--- src/rtl/pp_api_pkg.sv ---
`default_nettype none
// ============================================================================
//  Module      : pp_api_pkg
//  Description : Shared widths, FSM encoding, default abort data and the
//                command record used on the pp_api register bus.
//  Revision    : 1.0 - initial release
// ============================================================================
package pp_api_pkg;

    localparam int PP_API_ADDR_W = 12;
    localparam int PP_API_DATA_W = 32;

    // Wait counter is sized for the largest legal TIMEOUT_CYCLES (255).
    localparam int PP_API_WAIT_W = 8;

    // Arbiter FSM encoding
    localparam logic [1:0] ST_IDLE   = 2'h0;
    localparam logic [1:0] ST_ACCESS = 2'h1;
    localparam logic [1:0] ST_RESP   = 2'h2;

    // Read data returned when the slave never answers
    localparam logic [PP_API_DATA_W-1:0] PP_API_TIMEOUT_DATA = 32'hdead_dead;

    // One latched bus command
    typedef struct packed {
        logic                     we;
        logic [PP_API_ADDR_W-1:0] address;
        logic [PP_API_DATA_W-1:0] wdata;
    } pp_api_cmd_t;

endpackage
`default_nettype wire

--- src/rtl/pp_api_arbiter.sv ---
`default_nettype none
// ============================================================================
//  Module      : pp_api_arbiter
//  Description : Two-requester round-robin arbiter/sequencer in front of a
//                pp_api register slave. Serialises accesses, registers the
//                command onto the slave bus, returns read data with a
//                one-cycle ready pulse and aborts accesses the slave never
//                acknowledges.
//  Revision    : 1.0 - initial release
// ============================================================================
module pp_api_arbiter
    import pp_api_pkg::*;
#(
    parameter int                         TIMEOUT_CYCLES = 16,
    parameter logic [PP_API_DATA_W-1:0]   TIMEOUT_DATA   = PP_API_TIMEOUT_DATA
) (
    input  logic                     clk,
    input  logic                     reset_n,

    input  logic                     req0_cs,
    input  logic                     req0_we,
    input  logic [PP_API_ADDR_W-1:0] req0_address,
    input  logic [PP_API_DATA_W-1:0] req0_write_data,
    output logic [PP_API_DATA_W-1:0] req0_read_data,
    output logic                     req0_ready,

    input  logic                     req1_cs,
    input  logic                     req1_we,
    input  logic [PP_API_ADDR_W-1:0] req1_address,
    input  logic [PP_API_DATA_W-1:0] req1_write_data,
    output logic [PP_API_DATA_W-1:0] req1_read_data,
    output logic                     req1_ready,

    output logic                     api_cs,
    output logic                     api_we,
    output logic [PP_API_ADDR_W-1:0] api_address,
    output logic [PP_API_DATA_W-1:0] api_write_data,
    input  logic [PP_API_DATA_W-1:0] api_read_data,
    input  logic                     api_ready,

    output logic                     timeout
);

    // Last counter value allowed in ACCESS before the access is aborted
    localparam logic [PP_API_WAIT_W-1:0] c_WAIT_LAST = PP_API_WAIT_W'(TIMEOUT_CYCLES - 1);

    logic [1:0]               r_state;
    logic [1:0]               w_state_nxt;
    logic [PP_API_WAIT_W-1:0] r_wait_cnt;
    logic [PP_API_WAIT_W-1:0] w_wait_cnt_nxt;
    logic                     r_last_grant;
    logic                     w_last_grant_nxt;
    logic                     r_grant;
    logic                     w_grant_nxt;
    pp_api_cmd_t              r_cmd;
    pp_api_cmd_t              w_cmd_nxt;
    pp_api_cmd_t              w_win_cmd;
    logic                     r_api_cs;
    logic                     w_api_cs_nxt;
    logic                     r_req0_ready;
    logic                     w_req0_ready_nxt;
    logic                     r_req1_ready;
    logic                     w_req1_ready_nxt;
    logic                     r_timeout;
    logic                     w_timeout_nxt;
    logic [PP_API_DATA_W-1:0] r_rdata;
    logic [PP_API_DATA_W-1:0] w_rdata_nxt;

    logic                     w_any_req;
    logic                     w_win;
    logic                     w_wait_hit;

    // Two-way round robin: on a tie the requester not granted last time wins
    assign w_any_req  = req0_cs | req1_cs;
    assign w_win      = (req0_cs & req1_cs) ? ~r_last_grant : req1_cs;
    assign w_wait_hit = (r_wait_cnt == c_WAIT_LAST);

    // Select the command of the requester that wins arbitration
    always_comb begin
        w_win_cmd.we      = req0_we;
        w_win_cmd.address = req0_address;
        w_win_cmd.wdata   = req0_write_data;
        if (w_win) begin
            w_win_cmd.we      = req1_we;
            w_win_cmd.address = req1_address;
            w_win_cmd.wdata   = req1_write_data;
        end
    end

    // State register
    always_ff @(posedge clk) begin
        if (!reset_n) begin
            r_state <= ST_IDLE;
        end else begin
            r_state <= w_state_nxt;
        end
    end

    // Next-state logic; api_ready only matters while in ACCESS
    always_comb begin
        w_state_nxt = r_state;
        case (r_state)
            ST_IDLE: begin
                if (w_any_req) begin
                    w_state_nxt = ST_ACCESS;
                end
            end
            ST_ACCESS: begin
                if (api_ready || w_wait_hit) begin
                    w_state_nxt = ST_RESP;
                end
            end
            ST_RESP: begin
                w_state_nxt = ST_IDLE;
            end
            default: begin
                w_state_nxt = ST_IDLE;
            end
        endcase
    end

    // Next values of every registered output and datapath register
    always_comb begin
        w_wait_cnt_nxt   = r_wait_cnt;
        w_last_grant_nxt = r_last_grant;
        w_grant_nxt      = r_grant;
        w_cmd_nxt        = r_cmd;
        w_api_cs_nxt     = 1'b0;
        w_req0_ready_nxt = 1'b0;
        w_req1_ready_nxt = 1'b0;
        w_timeout_nxt    = 1'b0;
        w_rdata_nxt      = r_rdata;
        case (r_state)
            ST_IDLE: begin
                if (w_any_req) begin
                    w_grant_nxt    = w_win;
                    w_cmd_nxt      = w_win_cmd;
                    w_wait_cnt_nxt = '0;
                    w_api_cs_nxt   = 1'b1;
                end
            end
            ST_ACCESS: begin
                if (api_ready) begin
                    // Writes return zero so a stale read value never leaks out
                    w_rdata_nxt      = r_cmd.we ? '0 : api_read_data;
                    w_req0_ready_nxt = ~r_grant;
                    w_req1_ready_nxt = r_grant;
                end else if (w_wait_hit) begin
                    w_rdata_nxt      = TIMEOUT_DATA;
                    w_timeout_nxt    = 1'b1;
                    w_req0_ready_nxt = ~r_grant;
                    w_req1_ready_nxt = r_grant;
                end else begin
                    w_wait_cnt_nxt = r_wait_cnt + 1'b1;
                    w_api_cs_nxt   = 1'b1;
                end
            end
            ST_RESP: begin
                w_last_grant_nxt = r_grant;
            end
            default: begin
                w_last_grant_nxt = r_last_grant;
            end
        endcase
    end

    // Output and datapath registers
    always_ff @(posedge clk) begin
        if (!reset_n) begin
            r_wait_cnt   <= '0;
            r_last_grant <= 1'b1;
            r_grant      <= 1'b0;
            r_cmd        <= '0;
            r_api_cs     <= 1'b0;
            r_req0_ready <= 1'b0;
            r_req1_ready <= 1'b0;
            r_timeout    <= 1'b0;
            r_rdata      <= '0;
        end else begin
            r_wait_cnt   <= w_wait_cnt_nxt;
            r_last_grant <= w_last_grant_nxt;
            r_grant      <= w_grant_nxt;
            r_cmd        <= w_cmd_nxt;
            r_api_cs     <= w_api_cs_nxt;
            r_req0_ready <= w_req0_ready_nxt;
            r_req1_ready <= w_req1_ready_nxt;
            r_timeout    <= w_timeout_nxt;
            r_rdata      <= w_rdata_nxt;
        end
    end

    assign api_cs         = r_api_cs;
    assign api_we         = r_cmd.we;
    assign api_address    = r_cmd.address;
    assign api_write_data = r_cmd.wdata;
    assign req0_ready     = r_req0_ready;
    assign req1_ready     = r_req1_ready;
    assign req0_read_data = r_rdata;
    assign req1_read_data = r_rdata;
    assign timeout        = r_timeout;

endmodule
`default_nettype wire

--- config.mk ---
export PLATFORM = sky130hd
export DESIGN_NAME = pp_api_arbiter
export DESIGN_NICKNAME = d
export VERILOG_FILES = /design/src/rtl/pp_api_pkg.sv /design/src/rtl/pp_api_arbiter.sv
export SDC_FILE = /design/constraint.sdc
export NUM_CORES = 1
export LEC_CHECK = 0
export ABC_AREA = 1
export CORE_MARGIN = 2
export CORE_UTILIZATION = 39
export DETAILED_ROUTE_END_ITERATION = 16
export MAX_ROUTING_LAYER = met4
export PLACE_DENSITY = 0.8
export SETUP_SLACK_MARGIN = 0.05
export SYNTH_ARGS = -nofsm -noshare
export SYNTH_HDL_FRONTEND = slang
export SYNTH_SLANG_ARGS = --single-unit
--- constraint.sdc ---
create_clock -name clk -period 1.8 [get_ports clk]
set_input_delay 0.18 -clock clk [delete_from_list [all_inputs] [get_ports clk]]
set_output_delay 0.18 -clock clk [all_outputs]
set_load 0.1 [all_outputs]
# Word level (Yosys, flattened, before mapping)
# Cells that the tools add are included.
totals:
  register_bits: 93
  input_bits: 127
  output_inout_bits: 113
  elab_cells: 57
classes:
  n_addsub: 1
  n_eq_ne: 7
  mux: 21
  bitwise: 6
  reduce_logical: 10
op_table:
  columns: ["op", "n"]
  rows:
  - ["two-way mux 32 bit", 3]
  - ["two-way mux 45 bit", 1]
  - ["two-way mux 8 bit", 3]
  - ["one-hot mux 8 bit (2 select lines)", 1]
  - ["two-way mux 1 bit", 9]
  - ["adder 8 x 1 -> 8 bit, second input constant", 1]
  - ["equality test 8 x 4 -> 1 bit, second input constant", 1]
  - ["!= test 2 bit, second input constant", 4]
  - ["AND reduction 2 bit", 4]
  - ["two-way mux 2 bit", 2]
  - ["NOT 1 bit", 4]
  - ["one-hot mux 2 bit (2 select lines)", 1]
  - ["AND reduction 4 bit", 1]
  - ["nonzero test 2 bit", 2]
  - ["OR reduction 3 bit", 1]
  - ["equality test 2 x 1 -> 1 bit, second input constant", 1]
  - ["equality test 2 bit, second input constant", 1]
  - ["logical NOT 2 bit", 1]
  - ["one-hot mux 1 bit (2 select lines)", 1]
  - ["AND 1 bit", 1]
  - ["logical OR 1 bit", 1]
  - ["OR 1 bit", 1]

# Longest topological paths before layout
# Gate-level depths: netlist of the first run.
logic_depth:
  depth_word: 4
  ltp_mapped: 9
  ltp_nobuf: 9

# Worst setup path after synthesis of the first run
# Ideal clock, no wire load.
synth_timing:
  kind: "register -> register"
  from: "register r_cmd, in the netlist api_we"
  to: "register r_rdata[10], in the netlist req0_read_data[10]"
  setup_ns: 0.119
  arrival_time_ns: 1.813
  t_required_ns: 1.681
  setup_slack_ns: -0.133
  stages_incl_launch_ff: 6
  n_path_buf: 2
  synth_period_minus_slack_ns: 1.933
  path_cell_list: "dfxtp_1 -> buf_2 -> clkbuf_1 -> nor2_1 -> o21ai_0 -> a21oi_1"
synth_between:
  elab_chain_len: 2
synth_rtl:
  columns: ["element", "line_no", "source"]
  rows:
  - ["start: declaration", "pp_api_arbiter.sv:55", "pp_api_cmd_t r_cmd;"]
  - ["start signal: assignment", "pp_api_arbiter.sv:183", "r_cmd <= w_cmd_nxt;"]
  - ["two-way mux 32 bit", "pp_api_arbiter.sv:145", "w_rdata_nxt = r_cmd.we ? '0 : api_read_data;"]
  - ["two-way mux 32 bit", "pp_api_arbiter.sv:143", "if (api_ready) begin"]
  - ["end signal: assignment", "pp_api_arbiter.sv:188", "r_rdata <= w_rdata_nxt;"]
  - ["end: declaration", "pp_api_arbiter.sv:66", "logic [PP_API_DATA_W-1:0] r_rdata;"]
# No other way between the ends.
# A chain may end at the register's enable or synchronous reset.

# Worst setup path in the final report of the first run
layout_timing:
  from: "register r_wait_cnt[0]"
  to: "register r_rdata[17], in the netlist req0_read_data[17]"
layout_between:
  elab_chain_len: 3
layout_rtl:
  columns: ["element", "line_no", "source"]
  rows:
  - ["start: declaration", "pp_api_arbiter.sv:49", "logic [PP_API_WAIT_W-1:0] r_wait_cnt;"]
  - ["start signal: assignment", "pp_api_arbiter.sv:180", "r_wait_cnt <= w_wait_cnt_nxt;"]
  - ["equality test 8 x 4 -> 1 bit", "pp_api_arbiter.sv:76", "assign w_wait_hit = (r_wait_cnt == c_WAIT_LAST);"]
  - ["nonzero test 2 bit (no source line)", null, null]
  - ["AND reduction 2 bit (no source line)", null, null]
# No other way between the ends.

==> qor.yml, run 1 <==
status:
  status: "finished clean"
synthesis:
  synth-compound-area-share_pct: 20.68
  syn_nets: 695
  synth_top_family_by_area: "compound AO/OA/AOI/OAI gates"
  synth_mux_area_share_pct: 0
  ys_top_cells_by_area: "dfxtp_1 44%, nand2_1 12%, a31oi_1 6.6%, buf_4 5.6%, inv_1 4.7%"
  synth_top_area_cell: "dfxtp_1"
  ys_warn_count: 0
  syn_inst: 567
  ys_seq_elements: 93
  synth_cell_types: 34
  synth_seq_area_share_pct: 43.59
  synthXorXnorAreaFrac_pct: 0.4101
  syn_area_mm2: 0.004272
  yosys.area_share.simple_pct: 19.30
  synth.avg_cell_area_um2: 7.534
  synth_top_area_share_pct: 43.59
  synth-adder-area-share_pct: 0.2929
power:
  vdd_drop_max_mv: 0.5813
  power_switching_mw: 2.831
  power.share.sequential_pct: 37.1
  power.total_mw: 6.407
  swShare_pct: 44.18
  combPwrFrac_pct: 42.4
  p_leak_nw: 2.863
  power.density_mw_per_mm2: 998.8
  clockPowerShare_pct: 20.5
  intPower_mw: 3.576
timing:
  setup_violations: 0
  drv_slew: 0
  fin_crit_ps: 1629
  max_freq_ghz: 0.6138
  grt_setup_unrepaired: "false"
  slew_headroom_pct: 59.38
  fin_skew_ps: 9.397
  tns_ps: 0
  finalHoldViolations: 0
  period_share_pct: 90.51
  setup_slack_ps: 170.8
  worst_slew_pin_slew_ps: 609.3
detailed_routing:
  drt-initial-drc-count: 162
  dr_total_vias: 4426
  ant_nets: 0
  drt_wl_total_um: 12440
  wire_per_inst_um: 13.73
  drt_drc_violations_left: 0
  firstDrtPassIters: 7
  viasPerCell: 4.885
clock_tree:
  cts_resized: 0
  tritoncts.num_buffers: 9
  clock-sinks: 93
  post_cts_buffers: 0
  clockBufferDepth: 2
  clock_latency_ps: 350
  cts_hold_buffers: 0
  cts_max_level: 3
  cts_root_buf: "clkbuf_8"
  clk_pin_slew_ps: 80
  cts_tree: "done"
flow_run:
  max_cap_violations: 0
die:
  initial_utilization_pct: 39.75
  coreArea_mm2: 0.01075
  die_h_um: 108.7
  pin_count: 240
  chipWidth_um: 108.7
  std_cell_rows: 38
  die-area_mm2: 0.01181
layout:
  syn2layout_area_growth_pct: 50.18
  drive_gt1_share_pct: 21.18
  fin_nets: 889
  post-route-util_pct: 59.70
  stdcell_count: 906
worst_setup_path:
  path_max_fanout: 35
  cp-start-kind: "register"
  crit_type: "reg2reg"
  startpoint: "r_wait_cnt[0]"
  cp-end-kind: "register"
  arrival_ps: 1870
  r2r_start: "r_wait_cnt[0]"
  rrSetupSlack_ps: 170
  worstPathRequired_ps: 2040
grt:
  grt_max_degree: 46
  grt_pass1_vias: 4094
  antenna_found_initial: 0
  grt_pass1_wl_um: 18770
  grt_usage_pct: 20.64
  overflow: 0
hold_path:
  hold_path_class: "in2reg"
  worstHoldStart: "reset_n"
placed_design:
  preCtsSetupSlack_ps: 150.3
  hpwl_um: 9305
  gp_congestion: 0.8274
  dp_cells: 890
  portBuffers: 239
## stage by stage
step / hold WS (ps) / area (um^2)
2_1_floorplan: 256.4 / 4273
4_1_cts: 229.3 / 6412
5_1_grt: 235.7 / 6412
6_report: 246.4 / 6415
3_3_place_gp: 452.9 / 6238
3_5_place_dp: 464.6 / 6238
## registers in the layout (all words and copies together), names as in the netlist
register,flops
api_address,12
api_cs,1
api_we,1
api_write_data,32
r_grant,1
r_last_grant,1
r_state,2
r_wait_cnt,8
req0_read_data,32
req0_ready,1
req1_ready,1
timeout,1
## layout make-up
type / count / area [um^2]
Clock inverter: 2 / 35.03
Tap cell: 140 / 175.2
Timing Repair Buffer: 251 / 2245
Multi-Input combinational cell: 348 / 1738
Clock buffer: 13 / 138.9
Inverter: 58 / 217.7
Fill cell: 963 / 4330
Antenna cell: 1 / 2.502
Sequential cell: 93 / 1863
## cell families after synthesis
kind of cell / Yosys count
xor gates and xnor gates: 2
buffers and inverters: 126
adders and majority gates: 1
AOI/OAI and AO/OA: 156
DFF: 93
and+or+nand+nor: 189
## cells in the final DEF, fill, tap and decap left out, types with 9 or more instances in the layout
| cell | n |
|---|---|
| dfxtp_1 | 92 |
| o21ai_1 | 36 |
| buf_4 | 121 |
| o21ai_0 | 35 |
| a31oi_1 | 45 |
| a21oi_1 | 32 |
| clkdlybuf4s50_1 | 125 |
| nor2_1 | 30 |
| nand2_1 | 131 |
| clkbuf_8 | 9 |
| inv_1 | 53 |
| nand3_1 | 12 |
## final timing paths
kind,cells after the start,to
max,6,req0_read_data[17]
min,5,timeout
max reg2reg,6,req0_read_data[17]
min reg2reg,2,req0_read_data[9]
## per-layer routing
layer | part of all wire (%) | up-vias | global-route usage (%)
li1 | - | 2207 | -
met1 | 40 | 2011 | 21.69
met2 | 50 | 200 | 37.59
met3 | 8.8 | 8 | 5.738
met4 | 0.81 | 0 | 6.136
met5 | 0 | - | -
## synth_stat cells
cell	n
dfxtp_1	93
nor2_4	2
a21oi_1	32
nor4_1	1
ha_1	1
buf_2	12
nand3b_1	1
nand2_1	131
o21ai_0	35
inv_1	53
nor2_1	30
xor2_1	1
nor3b_1	1
nor3_2	2
inv_2	5
nand2_4	4
nand2_2	1
a31oi_1	45
o21ai_4	1
nand4_2	1
o21ai_2	1
a21oi_2	3
nand3_1	12
buf_6	8
nor2_8	1
buf_4	32
o21bai_1	1
o21bai_4	1
xnor2_1	1
o21ai_1	36
clkbuf_2	3
nor2_2	2
o311ai_0	1
clkbuf_1	13
## power groups by stage
stage	registers, mW	logic [mW]	clock network (mW)
after floorplan	3.57	0.888	0
after CTS	2.38	2.73	1.35
after detailed placement	2.42	2.73	0
after global routing	2.40	2.83	1.45
after global placement	2.41	2.71	0
final	2.38	2.72	1.31
## critical path, cell delays in order (launching register included)
cell and delay (ps):
dfxtp_1 400, ha_1 220, nand3_1 180, o21bai_4 230, nand2_4 250, nand2_1 150, a21oi_1 70
No activity file was read; power rests on OpenSTA's default activity.
==> run 2, diff against run 1 <==
- CAP_MARGIN: not set -> 20
- SLEW_MARGIN: not set -> 10
==> results of run 2 <==
Final layout, timing and power as in run 1 (identical DEF).
